`config.mk`:
```
export PLATFORM = sky130hd
export DESIGN_NAME = enum_pair_receiver
export DESIGN_NICKNAME = d
export VERILOG_FILES = /design/src/rtl/enum_pair_receiver.sv
export SDC_FILE = /design/constraint.sdc
export NUM_CORES = 1
export LEC_CHECK = 0
export CELL_PAD_IN_SITES_DETAIL_PLACEMENT = 1
export CELL_PAD_IN_SITES_GLOBAL_PLACEMENT = 1
export CORE_MARGIN = 4
export CORE_UTILIZATION = 35
export CTS_BUF_LIST = sky130_fd_sc_hd__clkbuf_4 sky130_fd_sc_hd__clkbuf_8 sky130_fd_sc_hd__clkbuf_16
export DETAILED_ROUTE_END_ITERATION = 8
export GPL_TIMING_DRIVEN = 1
export PLACE_DENSITY = 0.76
export SYNTH_ARGS = -nofsm -noshare
export SYNTH_HDL_FRONTEND = slang
export SYNTH_SLANG_ARGS = --single-unit
```
`constraint.sdc`:
```
create_clock -name clk -period 2.44 [get_ports clk]
set_clock_uncertainty 0.15 [all_clocks]
set_input_delay 0.366 -clock clk [delete_from_list [all_inputs] [get_ports clk]]
set_output_delay 0.366 -clock clk [all_outputs]
set_load 0.05 [all_outputs]
```
`src/rtl/enum_pair_receiver.sv`:
```
// Enum-pair receiver: accepts kind/mode pairs over valid/ready, holds one
// classified pair for downstream and keeps saturating legal/illegal statistics.

package enum_rx_pkg;

  typedef enum logic [1:0] {
    KIND_A = 2'b00,
    KIND_B = 2'b01
  } kind_t;

  typedef enum logic [2:0] {
    MODE_A = 3'b000,
    MODE_C = 3'b010
  } mode_t;

endpackage : enum_rx_pkg

module enum_pair_receiver
  import enum_rx_pkg::*;
#(
  parameter int CNT_W = 8
) (
  input  logic             clk,
  input  logic             rst_n,
  input  logic             in_valid,
  output logic             in_ready,
  input  logic [1:0]       in_kind,
  input  logic [2:0]       in_mode,
  output logic             out_valid,
  input  logic             out_ready,
  output logic [3:0]       out_class,
  output logic             out_err,
  output logic             sticky_err,
  output logic [CNT_W-1:0] cnt_ok,
  output logic [CNT_W-1:0] cnt_err,
  input  logic             clr
);

  typedef enum logic {
    EMPTY = 1'b0,
    FULL  = 1'b1
  } state_t;

  typedef struct packed {
    logic       err;
    logic [3:0] cls;
  } pair_res_t;

  localparam logic [CNT_W-1:0] CNT_ONE = {{(CNT_W-1){1'b0}}, 1'b1};

  function automatic logic kind_legal(input logic [1:0] kind);
    logic ok;
    ok = 1'b0;
    if (kind == KIND_A || kind == KIND_B) begin
      ok = 1'b1;
    end
    return ok;
  endfunction

  function automatic logic mode_legal(input logic [2:0] mode);
    logic ok;
    ok = 1'b0;
    if (mode == MODE_A || mode == MODE_C) begin
      ok = 1'b1;
    end
    return ok;
  endfunction

  // Any illegal field collapses the class to zero and flags the pair.
  function automatic pair_res_t classify(input logic [1:0] kind,
                                         input logic [2:0] mode);
    pair_res_t res;
    res.err = 1'b1;
    res.cls = 4'b0000;
    if (kind_legal(kind) && mode_legal(mode)) begin
      res.err = 1'b0;
      if (kind == KIND_A && mode == MODE_A) begin
        res.cls = 4'b0001;
      end else if (kind == KIND_A && mode == MODE_C) begin
        res.cls = 4'b0010;
      end else if (kind == KIND_B && mode == MODE_A) begin
        res.cls = 4'b0100;
      end else begin
        res.cls = 4'b1000;
      end
    end
    return res;
  endfunction

  function automatic logic [CNT_W-1:0] sat_inc(input logic [CNT_W-1:0] val);
    logic [CNT_W-1:0] nxt;
    if (&val) begin
      nxt = val;
    end else begin
      nxt = val + CNT_ONE;
    end
    return nxt;
  endfunction

  state_t           state_q, state_d;
  logic [3:0]       class_q, class_d;
  logic             err_q, err_d;
  logic             sticky_q, sticky_d;
  logic [CNT_W-1:0] cnt_ok_q, cnt_ok_d;
  logic [CNT_W-1:0] cnt_err_q, cnt_err_d;

  logic      accept;
  pair_res_t in_res;

  assign in_ready = (state_q == EMPTY) || out_ready;
  assign accept   = in_valid && in_ready;
  assign in_res   = classify(in_kind, in_mode);

  always_comb begin
    state_d   = state_q;
    class_d   = class_q;
    err_d     = err_q;
    sticky_d  = sticky_q;
    cnt_ok_d  = cnt_ok_q;
    cnt_err_d = cnt_err_q;

    // A fill reloads the holding register; a drain without fill empties it.
    if (accept) begin
      state_d = FULL;
      class_d = in_res.cls;
      err_d   = in_res.err;
    end else if (state_q == FULL && out_ready) begin
      state_d = EMPTY;
    end

    if (accept) begin
      if (in_res.err) begin
        cnt_err_d = sat_inc(cnt_err_q);
        sticky_d  = 1'b1;
      end else begin
        cnt_ok_d = sat_inc(cnt_ok_q);
      end
    end

    // Clear wins over any increment landing in the same cycle.
    if (clr) begin
      cnt_ok_d  = '0;
      cnt_err_d = '0;
      sticky_d  = 1'b0;
    end
  end

  always_ff @(posedge clk or negedge rst_n) begin
    if (!rst_n) begin
      state_q   <= EMPTY;
      class_q   <= 4'b0000;
      err_q     <= 1'b0;
      sticky_q  <= 1'b0;
      cnt_ok_q  <= '0;
      cnt_err_q <= '0;
    end else begin
      state_q   <= state_d;
      class_q   <= class_d;
      err_q     <= err_d;
      sticky_q  <= sticky_d;
      cnt_ok_q  <= cnt_ok_d;
      cnt_err_q <= cnt_err_d;
    end
  end

  assign out_valid  = (state_q == FULL);
  assign out_class  = class_q;
  assign out_err    = err_q;
  assign sticky_err = sticky_q;
  assign cnt_ok     = cnt_ok_q;
  assign cnt_err    = cnt_err_q;

endmodule : enum_pair_receiver

```
# After elaboration in Yosys (flattened, before gate mapping)
# Index checks and enable logic that the tools add are counted.
# word_totals
reg_bits	23
in_bits	10
word_cells	52
# op_classes
add_sub_neg	2
n_eq_ne	5
mux	19
bitwise	1
n_reduce_logical	19
# op_table
cell	count
2-to-1 mux 8 bit	8
adder 8 x 1 -> 8 bit, second input constant	2
AND reduction 8 bit	2
2-to-1 mux 4 bit	3
2-to-1 mux 1 bit	7
logical AND 1 bit	6
inequality test 2 bit, second input constant	3
AND reduction 3 bit	2
nonzero test 2 bit	3
2-to-1 mux 5 bit	1
== test 3 x 2 -> 1 bit, second input constant	1
logical NOT 3 bit	1
logical OR 1 bit	3
== test 2 x 1 -> 1 bit, second input constant	1
logical NOT 2 bit	1
AND reduction 2 bit	1
inverter 1 bit	1

# Depth between registers and ports, before layout
# depth
ltp_word	9
depth_mapped	6

# Worst setup path after synthesis
# Ideal clock, no wire load.
# synth_timing
kind	reg2reg
startpoint	reg state_q (netlist: out_valid)
endpoint	reg cnt_err_q[6] (netlist: cnt_err[6])
setup_ns	0.078
arrival_ns	1.862
slack_ns	0.350
path_stages_with_launch	7
path_buffers	1
synth_period_minus_slack_ns	2.090
cell_sequence	dfrtp_1 -> nor2b_4 -> inv_2 -> nand3_4 -> buf_6 -> or4_1 -> a21oi_1
# synth_between
elab_chain_cells	5
# synth_lines
item	line_no	text
start: declaration	100	state_t state_q, state_d;
start signal: assignment	157	state_q <= state_d;
inverter 1 bit	110	assign in_ready = (state_q == EMPTY) || out_ready;
logical OR 1 bit	110	
net in_ready	26	output logic in_ready,
logical AND 1 bit	111	assign accept = in_valid && in_ready;
nonzero test 2 bit (no line)	-	
AND reduction 3 bit (no line)	-	
end signal: assignment	162	cnt_err_q <= cnt_err_d;
end: declaration	105	logic [CNT_W-1:0] cnt_err_q, cnt_err_d;
# The timed path passes the listed nets, and every way through them passes these cells.
# A chain may end at the register's enable or synchronous reset.

# Worst setup path after layout
# layout_timing
startpoint	reg cnt_ok_q[4] (netlist: cnt_ok[4])
endpoint	out cnt_ok[4]
# layout_lines
item	line_no	text
start: declaration	104	logic [CNT_W-1:0] cnt_ok_q, cnt_ok_d;
start signal: assignment	161	cnt_ok_q <= cnt_ok_d;
end: declaration	34	output logic [CNT_W-1:0] cnt_ok,
# No word-level cell between the ends.

==> qor.yml <==
status: "completed"
diodes: 0
cts_setup_buffers: 0
startpoint: "cnt_ok[4]"
wl_per_cell_um: 16.1
layout_min_cycle_time_ns: 2.15
finalSetupViolations: 0
rsz0062_at_grt: "false"
power.share.clock: 0.256
dp_hpwl_mm: 2.50
p_sw_uw: 204
ctsResizeCount: 0
worst_slack_ns: 0.290
tightest_slew_ns: 0.514
core.rowCount: 21
ctsHtreeMaxLevel: 1
yosys_warnings: 0
syn_nets: 132
syn_to_final_growth_pct: 34.6
post-route-period-util: 0.881
reg2reg_from: "cnt_ok[0]"
cap_viol_max_count: 0
fmax_mhz: 465
arrival_ns: 1.63
start_util: 0.364
nNetsFinal: 169
synth_top_family_by_area: "simple AND/OR/NAND/NOR gates"
path_cells: "clkdlybuf4s50_1"
synthAdderAreaFrac: 0.0206
detail_route.first_pass.iterations: 2
yosys.area.top_type_share: 0.474
worst-path-max-fanout: 7
utilization: 0.490
synth_area_sq_um: 1210
synthCells: 120
die_x_um: 66.9
ctsHoldBuffers: 0
ys_ff_latch: 23
slew_headroom: 0.656
grtUsageTotal: 0.161
synth_top_area_cell: "dfrtp_1"
antenna_found_initial: 0
drt_iter0_markers: 58
vias: 1118
p_comb_frac: 0.177
p_leak_nw: 0.621
gp_congestion: 0.746
yosys.area_share.xor_xnor: 0
routed_wl_mm: 3.26
preCtsSetupSlack_ns: 0.133
synthSimpleGateAreaFrac: 0.260
muxShareOfSynthArea: 0
numCtsBuffers: 3
yosysSeqAreaShare: 0.474
max_stage_delay_ns: 0.85
ant_nets: 0
crit_required_ns: 1.92
via_per_inst: 5.53
cts_root_buf: "clkbuf_4"
syn_area_per_cell_sq_um: 10.1
peakVddDrop_uv: 222
crit_path_end_kind: "primary output"
clockBufferDepth: 2
cts.sinks: 23
grt_pass1_vias: 1147
die_y_um: 66.9
cellPowerDensity_nw_per_um2: 428
clock_latency_ns: 0.31
hold_ws_ns: 0.252
path_clk_slew_ns: 0.13
grt_max_degree: 24
dieArea_sq_um: 4480
swShare: 0.291
post-route-drc-count: 0
worstSetupPathType: "register to primary output"
internal_power_uw: 497
slew_violations: 0
synth_compound_area_frac: 0.202
fin_tns_setup_ns: 0
placement.io_buffers: 33
grt_pass1_wl_mm: 5.53
path_buf_inv: 1
coreArea_sq_um: 3340
tritoncts: "built"
drive_above_1_share: 0.109
synth_cell_types: 36
cp-start-kind: "register"
synthTopCellsByArea: "dfrtp_1 47%, a21oi_1 6.6%, or4_1 5.6%"
overflow: 0
path_delay_family: "buffers and inverters"
critPathSlowestCell: "clkdlybuf4s50_1"
hold_viol: 0
seq_power_share: 0.566
io_pins: 34
min_path_type: "input pin to async pin"
==> placed cells by master (no fill, tap or decap), drive strengths merged, types with 4 or more instances in the layout <==
cell type	instances
buf	5
a21oi	16
clkdlybuf4s50	32
dfrtp	23
or4	9
or3	5
nand3	7
o31ai	8
nand2	8
inv	5
nor2	4
o21ai	5
==> final timing paths <==
check | to | slack [ns] | depth (start not counted)
setup / recovery | cnt_ok[4] | 0.29 | 1
hold / removal | cnt_err[6] | 0.25 | 2
setup reg to reg | cnt_ok[5] | 0.56 | 5
hold reg to reg | out_class[3] | 0.36 | 1
max in group asynchronous | cnt_err[2] | 1.66 | 2
min in group clk | out_class[3] | 0.36 | 1
==> synth_stat cells <==
master and count:
nand3_4 1, or3_2 1, o311a_1 1, and3_4 1
nand3b_1 2, o21bai_1 1, o21ai_0 5, nand2_1 8
nor3_1 2, nand4_1 2, inv_1 4, nor2b_4 1
nor3_4 1, dfrtp_1 23, and2_1 1, o41ai_1 2
nor2_1 4, buf_1 1, inv_2 1, or3_1 3
nand2b_1 1, clkbuf_1 1, or3_4 1, o31ai_1 8
and4_4 1, buf_2 1, ha_1 2, o21a_1 1
buf_6 2, a32o_1 2, nand3_1 6, a21oi_1 16
or4_1 9, a22o_1 2, and4_1 1, and3_1 1
==> power groups by stage <==
stage / clock, mW / combinational, mW / sequential [mW]
4_1_cts: 0.191 / 0.126 / 0.397
3_3_place_gp: 0 / 0.123 / 0.404
6_report: 0.180 / 0.124 / 0.396
3_5_place_dp: 0 / 0.126 / 0.404
2_1_floorplan: 0 / 0.0382 / 0.431
5_1_grt: 0.206 / 0.133 / 0.398
==> registers in the layout, indices dropped and copies added (netlist names) <==
| signal | count |
|---|---|
| out_class | 4 |
| cnt_ok | 8 |
| cnt_err | 8 |
| out_valid | 1 |
| out_err | 1 |
| sticky_err | 1 |
==> metrics by stage <==
step                      power, mW  instance area, sq um  instances
after global placement        0.526                  1610        198
after floorplan               0.470                  1210        120
after CTS                     0.714                  1640        202
final                         0.700                  1640        202
after global routing          0.737                  1640        202
after detailed placement      0.530                  1610        198
==> routing by layer <==
metal / share of wire / GRT usage
met4: 0.0071 / 0.0456
met5: 0 / 0
met3: 0.033 / 0.0270
met1: 0.45 / 0.207
met2: 0.51 / 0.275
==> layout make-up <==
cell class                      count  area [sq um]
Fill cell                         392          1700
Multi-Input combinational cell     87           586
Sequential cell                    23           576
Timing Repair Buffer               37           370
Tap cell                           46          57.6
Clock buffer                        3          22.5
Inverter                            5          18.8
Clock inverter                      1          5.00
==> cells by family after synthesis <==
group / after synthesis
adders and majority gates: 2
buffers and inverters: 10
and+or+nand+nor: 47
DFF: 23
AOI/OAI and AO/OA: 38
No activity file was read; power rests on OpenSTA's default activity.
